===== src/rtl/pwr_pkg.sv =====
// Package: pwr_pkg
// Shared definitions for the toggle-counting delay line.
//   rd_state_t  - counter read handshake states
//   popcount    - number of set bits in a vector of up to POP_MAX_W bits
//   DEF_*       - default geometry for the pipeline and its counters
package pwr_pkg;

  localparam int DEF_WIDTH = 8;
  localparam int DEF_DEPTH = 4;
  localparam int DEF_CNT_W = 16;
  localparam int POP_MAX_W = 64;

  typedef enum logic [1:0] {
    IDLE = 2'd0,
    CAP  = 2'd1,
    ACK  = 2'd2
  } rd_state_t;

  // Callers zero-extend narrower vectors to POP_MAX_W bits.
  function automatic int unsigned popcount(input logic [POP_MAX_W-1:0] v);
    int unsigned n;
    n = 0;
    for (int i = 0; i < POP_MAX_W; i++) begin
      n = n + {31'd0, v[i]};
    end
    return n;
  endfunction

endpackage


===== src/rtl/toggle_cnt.sv =====
// Module: toggle_cnt
// Per-stage switching-activity counter. On every enabled edge the number of
// bits that differ between the stage's current and next value is added to
// the counter. clr zeroes the counter and wins over a same-edge increment.
// Build option: TOGGLE_SAT_EN defined -> counter saturates at all-ones;
//               undefined          -> counter wraps modulo 2^CNT_W.
// Ports:
//   C        in   clock, rising edge
//   R_N      in   asynchronous active-low reset
//   en       in   stage advance enable (counting happens only when set)
//   clr      in   synchronous counter clear
//   old_val  in   WIDTH  current stage register value
//   new_val  in   WIDTH  value the stage loads on this edge
//   cnt      out  CNT_W  accumulated toggle count
module toggle_cnt
  import pwr_pkg::*;
#(
  parameter int WIDTH = DEF_WIDTH,
  parameter int CNT_W = DEF_CNT_W
) (
  input  logic             C,
  input  logic             R_N,
  input  logic             en,
  input  logic             clr,
  input  logic [WIDTH-1:0] old_val,
  input  logic [WIDTH-1:0] new_val,
  output logic [CNT_W-1:0] cnt
);

  localparam int SUM_W = CNT_W + 1;

  logic [SUM_W-1:0] inc;
  logic [SUM_W-1:0] sum;
  logic [CNT_W-1:0] cnt_next;

  // The extra sum bit is the carry out of the counter range.
  function automatic logic [CNT_W-1:0] fold(input logic [SUM_W-1:0] s);
`ifdef TOGGLE_SAT_EN
    fold = s[CNT_W] ? {CNT_W{1'b1}} : s[CNT_W-1:0];
`else
    fold = s[CNT_W-1:0];
`endif
  endfunction

  always_comb begin
    inc      = SUM_W'(popcount(POP_MAX_W'(old_val ^ new_val)));
    sum      = {1'b0, cnt} + inc;
    cnt_next = fold(sum);
  end

  always_ff @(posedge C or negedge R_N) begin
    if (!R_N) begin
      cnt <= '0;
    end else if (clr) begin
      cnt <= '0;
    end else if (en) begin
      cnt <= cnt_next;
    end
  end

endmodule


===== src/rtl/dff_pipe_pwr.sv =====
// Module: dff_pipe_pwr
// Programmable-depth register delay line with a toggle counter per stage and
// a request/acknowledge port for reading any stage's counter.
// Build option: TOGGLE_SAT_EN selects saturating counters (see toggle_cnt);
//               without it the counters wrap.
// Ports:
//   C          in   clock, rising edge
//   R_N        in   asynchronous active-low reset
//   en         in   shift enable; every stage advances when set
//   valid_in   in   qualifier travelling alongside d
//   d          in   WIDTH  pipeline input
//   q          out  WIDTH  last-stage data
//   valid_out  out  last-stage valid
//   clr        in   synchronous clear of all toggle counters
//   rd_req     in   counter read request, accepted only when idle
//   rd_addr    in   AW     stage index to read
//   rd_ack     out  one-cycle pulse marking rd_data as fresh
//   rd_data    out  CNT_W  captured counter value, held until the next ack
module dff_pipe_pwr
  import pwr_pkg::*;
#(
  parameter  int WIDTH = DEF_WIDTH,
  parameter  int DEPTH = DEF_DEPTH,
  parameter  int CNT_W = DEF_CNT_W,
  localparam int AW    = $clog2(DEPTH)
) (
  input  logic             C,
  input  logic             R_N,
  input  logic             en,
  input  logic             valid_in,
  input  logic [WIDTH-1:0] d,
  output logic [WIDTH-1:0] q,
  output logic             valid_out,
  input  logic             clr,
  input  logic             rd_req,
  input  logic [AW-1:0]    rd_addr,
  output logic             rd_ack,
  output logic [CNT_W-1:0] rd_data
);

  logic [WIDTH-1:0] stg      [DEPTH];
  logic [WIDTH-1:0] stg_next [DEPTH];
  logic [DEPTH-1:0] vld;
  logic [CNT_W-1:0] cnt      [DEPTH];

  rd_state_t        state;
  rd_state_t        state_next;
  logic [AW-1:0]    addr;
  logic [CNT_W-1:0] cap_val;

  always_comb begin
    stg_next[0] = d;
    for (int i = 1; i < DEPTH; i++) begin
      stg_next[i] = stg[i-1];
    end
  end

  // Stage registers and valid chain
  always_ff @(posedge C or negedge R_N) begin
    if (!R_N) begin
      for (int i = 0; i < DEPTH; i++) begin
        stg[i] <= '0;
      end
      vld <= '0;
    end else if (en) begin
      for (int i = 0; i < DEPTH; i++) begin
        stg[i] <= stg_next[i];
      end
      vld <= {vld[DEPTH-2:0], valid_in};
    end
  end

  assign q         = stg[DEPTH-1];
  assign valid_out = vld[DEPTH-1];

  // Per-stage toggle counters
  for (genvar g = 0; g < DEPTH; g++) begin : g_cnt
    toggle_cnt #(
      .WIDTH (WIDTH),
      .CNT_W (CNT_W)
    ) u_cnt (
      .C       (C),
      .R_N     (R_N),
      .en      (en),
      .clr     (clr),
      .old_val (stg[g]),
      .new_val (stg_next[g]),
      .cnt     (cnt[g])
    );
  end

  // An address with no matching stage leaves the default of zero.
  always_comb begin
    cap_val = '0;
    for (int i = 0; i < DEPTH; i++) begin
      if (AW'(i) == addr) begin
        cap_val = cnt[i];
      end
    end
  end

  // Read handshake
  always_ff @(posedge C or negedge R_N) begin
    if (!R_N) begin
      state <= IDLE;
    end else begin
      state <= state_next;
    end
  end

  always_comb begin
    state_next = state;
    rd_ack     = 1'b0;
    unique case (state)
      IDLE: begin
        if (rd_req) begin
          state_next = CAP;
        end
      end
      CAP: begin
        state_next = ACK;
      end
      ACK: begin
        rd_ack     = 1'b1;
        state_next = IDLE;
      end
      default: begin
        state_next = IDLE;
      end
    endcase
  end

  // cap_val reflects the counter registers before this edge's update, so a
  // same-edge increment or clr is not seen by the capture.
  always_ff @(posedge C or negedge R_N) begin
    if (!R_N) begin
      addr    <= '0;
      rd_data <= '0;
    end else begin
      if (state == IDLE && rd_req) begin
        addr <= rd_addr;
      end
      if (state == CAP) begin
        rd_data <= cap_val;
      end
    end
  end

endmodule


===== config.mk =====
export PLATFORM = sky130hd
export DESIGN_NAME = dff_pipe_pwr
export DESIGN_NICKNAME = d
export VERILOG_FILES = /design/src/rtl/pwr_pkg.sv /design/src/rtl/toggle_cnt.sv /design/src/rtl/dff_pipe_pwr.sv
export SDC_FILE = /design/constraint.sdc
export NUM_CORES = 1
export LEC_CHECK = 0
export CORE_MARGIN = 2
export CORE_UTILIZATION = 30
export CTS_CLUSTER_SIZE = 40
export DETAILED_ROUTE_END_ITERATION = 10
export GPL_TIMING_DRIVEN = 0
export PLACE_DENSITY_LB_ADDON = 0.08
export SYNTH_ARGS = -nofsm -noshare
export SYNTH_HDL_FRONTEND = slang
export SYNTH_HIERARCHICAL = 1
export SYNTH_SLANG_ARGS = --single-unit

===== constraint.sdc =====
create_clock -name C -period 4.6 [get_ports C]
set_input_delay 0.92 -clock C [delete_from_list [all_inputs] [get_ports C]]
set_output_delay 0.92 -clock C [all_outputs]
set_load 0.05 [all_outputs]

* Yosys cells after proc, flatten, opt, wreduce, memory -nomap -nowiden
Index checks and enable logic that the tools add are counted.
** Operators by class
- Add/subtract/negate cells :: 256
- Multiply operators :: 0
- Divide/modulo/power cells :: 0
- Order comparisons :: 0
- Eq/ne operators :: 6
- Shift-type cells :: 0
- Mux-type cells :: 15
- Bitwise logic cells :: 4
- Reductions and logical operators :: 4
** Operators by type and width (count)
- 16-bit by 1-bit adder with 16-bit output (second input constant) :: 224
- 16-bit by 1-bit adder with 16-bit output :: 24
- 16-bit two-way mux :: 12
- 16-bit adder :: 4
- 8-bit XOR :: 4
- 1-bit by 1-bit adder with 2-bit output :: 4
- 2-bit equality test (first input constant) :: 2
- 2-bit zero test :: 2
- 2-bit case mux with 2 select lines :: 1
- 1-bit by 2-bit equality test with 1-bit output (first input constant) :: 1
- 2-bit by 1-bit equality test with 1-bit output (second input constant) :: 1
- 2-bit equality test (second input constant) :: 1
- 2-bit two-way mux :: 1
- 2-bit inequality test (second input constant) :: 1
- 2-bit nonzero test :: 1
- 1-bit logical AND :: 1
- 1-bit two-way mux :: 1
** Storage, ports and cells
- Register bits after elaboration :: 120
- Bits in latches :: 0
- Bits in writable memories :: 0
- Memory bits (read-only) :: 0
- Input bits :: 16
- Output and inout port bits :: 26
- Logic and storage cells :: 297
- Memories :: 0

* Logic depth before layout (Yosys ltp)
- Depth in word-level cells :: 67
- Gate-level depth with buffers :: 14
- Mapped depth without buffers :: 14

* Cells and area by module
The synthesis kept the hierarchy.
** Modules (own cells, without submodules)
- dff_pipe_pwr :: instances 1, cells each 147, area an instance 2578.7 µm², seq. area each 1401.3 µm²
- toggle_cnt at g_cnt[2].u_cnt ... :: instances 2, cells each 118, area an instance 1144.8 µm², seq. area each 400.4 µm²
- toggle_cnt at g_cnt[1].u_cnt :: instances 1, cells each 118, area an instance 1154.9 µm², seq. area each 400.4 µm²
- toggle_cnt at g_cnt[0].u_cnt :: instances 1, cells each 119, area an instance 1146.1 µm², seq. area each 400.4 µm²

* Worst setup path after synthesis
Ideal clock, no wire load.
- Kind :: input to register
- Start :: input port d[0]
- End :: register g_cnt[0].u_cnt.cnt[12]
- Setup time :: 78 ps
- Data arrival time :: 4497 ps
- Data required time :: 4522 ps
- Setup slack :: 25 ps
- Cell stages on the path :: 12
- Buffers on the path :: 0
- Path through :: xor2_1 -> fa_1 -> fa_1 -> ha_1 -> fa_1 -> ha_1 -> inv_1 -> fa_1 -> nand2b_1 -> a21o_1 -> or4_1 -> a21oi_1
** Between the ends
- Word-level cells in the longest chain between the ends :: 67
** Ends and longest elaborated chain
- start, declared :: RTL line dff_pipe_pwr.sv:31 : input logic [WIDTH-1:0] d,
- 8-bit XOR :: RTL line toggle_cnt.sv:46 : inc = SUM_W'(popcount(POP_MAX_W'(old_val ^ new_val)));
- 1-bit by 1-bit adder with 2-bit output :: RTL line pwr_pkg.sv:24 : n = n + {31'd0, v[i]};
- 16-bit by 1-bit adder with 16-bit output (62 in series) :: RTL line pwr_pkg.sv:24
- 16-bit adder :: RTL line toggle_cnt.sv:47 : sum = {1'b0, cnt} + inc;
- 16-bit two-way mux :: RTL line toggle_cnt.sv:56 : end else if (en) begin
- 16-bit two-way mux :: RTL line toggle_cnt.sv:54 : end else if (clr) begin
- end signal, assigned :: RTL line toggle_cnt.sv:57 : cnt <= cnt_next;
- end, declared :: RTL line toggle_cnt.sv:27 : output logic [CNT_W-1:0] cnt
No other way between the ends. The select of a mux whose other input is x is not followed.
A chain may end at the register's enable or synchronous reset.

* Worst setup path after layout
Same ends and word-level chain as after synthesis.

==> metrics <==
outcome finished, final reports clean; Leak Pwr 3.750 nW; maximum vdd ir drop between 0.2 and 0.3 mV; Root Buffer clkbuf_16; slew margin rel. 48.37%; commonest cells in the netlist dfrtp_1, a21oi_1, mux2_2; final setup skew about 0.012 ns; synthesized area between 0.007 and 0.008 sq mm; Worst-path clk slew 0.06 ns; number of cell rows 56; final worst path period share a little over nine tenths; critical path data required time approximately 4.9 ns; placer's final routability congestion estimate 0.8082; Top FF cell, synth dfrtp_1; initial cell density of the core between 30% and 40%; post-layout util between 30% and 40%; via count between 5000 and 6000; Die Span X roughly 160 um; Syn Inst Count 620; vias per cell about 4.9; yosys warns 6; Max Fclk between 0.2 and 0.25 GHz; FF-to-FF Start stg[9]; DRT antenna net count 0; Remaining DRCs 0; I/O pins 42; WL/cell 17.07 um; synthesis-to-layout area growth 23.33%; post-synth top area cell dfrtp_1; die area 0.02515 sq mm; CTS Buf Count 17; share of the synthesized area in the top cell type 41.88%; number of library cell types mapped by synthesis between 40 and 50; type of the tightest min-delay check in2async; Clk Latency, worst-skew pair around 0.42 ns; CTS tree done; clock sink count between 100 and 150; sequential area share after synthesis a little over two fifths; CP Capture Type flip-flop; asr flop ratio synth 100.0%; Tmin final between 4 and 5 ns; Die H between 150 and 200 um; gr usage total between 10 and 15%; Post-synth EDFFs 0; RSZ-0062 raised after global routing false; via count of the first global-routing pass 4903; port bufs 41; startpoint types primary input; Power Dens Cells 657.8 mW/mm^2; Min Hold Slack 0.3842 ns; hpwl dp 12580 um; most common cell in the synthesized netlist dfrtp_1; number of max-cap violations 0; fillers roughly 2300; syn_nets 684; CP Launch Point d[0]; worst-path maximum fanout 5; DR iter-0 viols between 200 and 250; Slew Viols, Final 0; setup violators final 0; Core Area between 0.02 and 0.025 sq mm; initial antenna violation count 0; placed cell count around 980; leading post-synthesis cells by cell area dfrtp_1, mux2_2, fa_1; nets 754; Final Hold Viols 0; Worst Tran Pin Value approximately 0.77 ns; Seq cells post-synth between 100 and 150; first-pass GRT wire length around 28000 um; global route total overflow 0; Avg Cell Area, Syn ~12 sq um; clk buf depth 2; CP Data Arrival Time 4.82 ns; Setup CP Type in2reg; fin cells 1022; antenna diode count 0; share of layout cells above drive strength 1 23.90%; H-tree depth 4; DR pass1 iterations 4; largest net degree at the start of global routing between 80 and 90; Routed WL around 17000 um
## worst max-delay path, cell delays in order
cell             delay, ns
clkdlybuf4s15_1       0.22
xor2_2                0.18
fa_1                  0.49
fa_1                  0.52
ha_4                  0.28
inv_1                 0.05
fa_1                  0.46
inv_1                 0.08
ha_2                  0.19
inv_2                 0.04
fa_2                  0.34
nand2b_4              0.16
a21o_4                0.22
or4_4                 0.51
a21oi_2               0.15
## where the power goes
part | internal (mW) | leakage, nW | switching [mW]
registers | 1.19 | 1.58 | 0.133
clock network | 1.03 | 0.315 | 0.504
logic | 1.39 | 1.86 | 1.57
total | 3.61 | 3.75 | 2.21
## registers in the layout, indices dropped and copies added, names as in the netlist
signal and count:
g_cnt.u_cnt/cnt 64, stg 24, rd_data 16, q 8
vld 4, addr 2, state 2
## area by class of cell
class / count / area, sq um / area share, %
Timing Repair Buffer: 50 / 499.2 / 5.646
Inverter: 37 / 138.9 / 1.571
Buffer: 36 / 255.2 / 2.887
Sequential cell: 120 / 3007 / 34.00
Tap cell: 319 / 399.1 / 4.514
Clock inverter: 13 / 225.2 / 2.547
Clock buffer: 19 / 442.9 / 5.009
Multi-Input combinational cell: 428 / 3875 / 43.82
## final timing paths
path                                          end  cells past startpoint  slack [ns]
setup / recovery           g_cnt[0].u_cnt/cnt[12]                     15        0.13
hold / removal              g_cnt[1].u_cnt/cnt[6]                      1        0.38
setup reg to reg           g_cnt[3].u_cnt/cnt[14]                     14        0.23
hold reg to reg                          state[0]                      1        0.48
max in group asynchronous                 stg[19]                      2        3.39
min in group C                           state[0]                      1        0.48
## cell usage in the layout, fill, tap and decap left out, drive strengths merged, types with 14 or more instances in the layout
cell           netlist  routed
a21oi               49      49
buf                 30      40
clkbuf               6      25
clkdlybuf4s50        0      37
dfrtp              120     120
fa                  20      20
ha                  28      28
inv                 37      37
mux2                57      57
mux4                16      16
nand2               14      14
nor2                45      45
o21ai               20      20
o31ai               19      19
or3                 20      20
or4                 19      19
xor2                32      32
## kinds of logic after synthesis
group	share of synthesized area, %
DFF	41.88
adders and majority gates	10.47
xor gates and xnor gates	5.375
muxes	15.38
and+or+nand+nor	9.965
buffers and inverters	5.480
AOI/OAI and AO/OA	11.45
## repair_timing
action                                  CTS  global route
pin swaps                                 8            11
resized for setup                        12            17
setup buffers                             3             5
cloned                                    1             0
hold buffers                              0             0
endpoints found under the setup margin   11             9
## metrics by stage
stage / instance area, sq um / setup TNS, ns / setup WS [ns] / power [mW]
after floorplan: 7169 / 0 / 0.02464 / 3.448
after global placement: 7979 / -322.02 / -2.636 / 4.041
after detailed placement: 8008 / -8.259 / -0.7816 / 4.131
after CTS: 8742 / 0 / 0.07475 / 5.794
after global routing: 8842 / 0 / 0.01201 / 6.359
final: 8842 / 0 / 0.1269 / 5.816
## metal layers
layer | part of all wire, % | GRT usage, %
met5 | 0 | 0
met2 | 46 | 21.48
met1 | 49 | 21.90
met4 | 1.3 | 5.019
met3 | 4.1 | 3.130
Note: power is estimated with default switching activity, not from simulation.
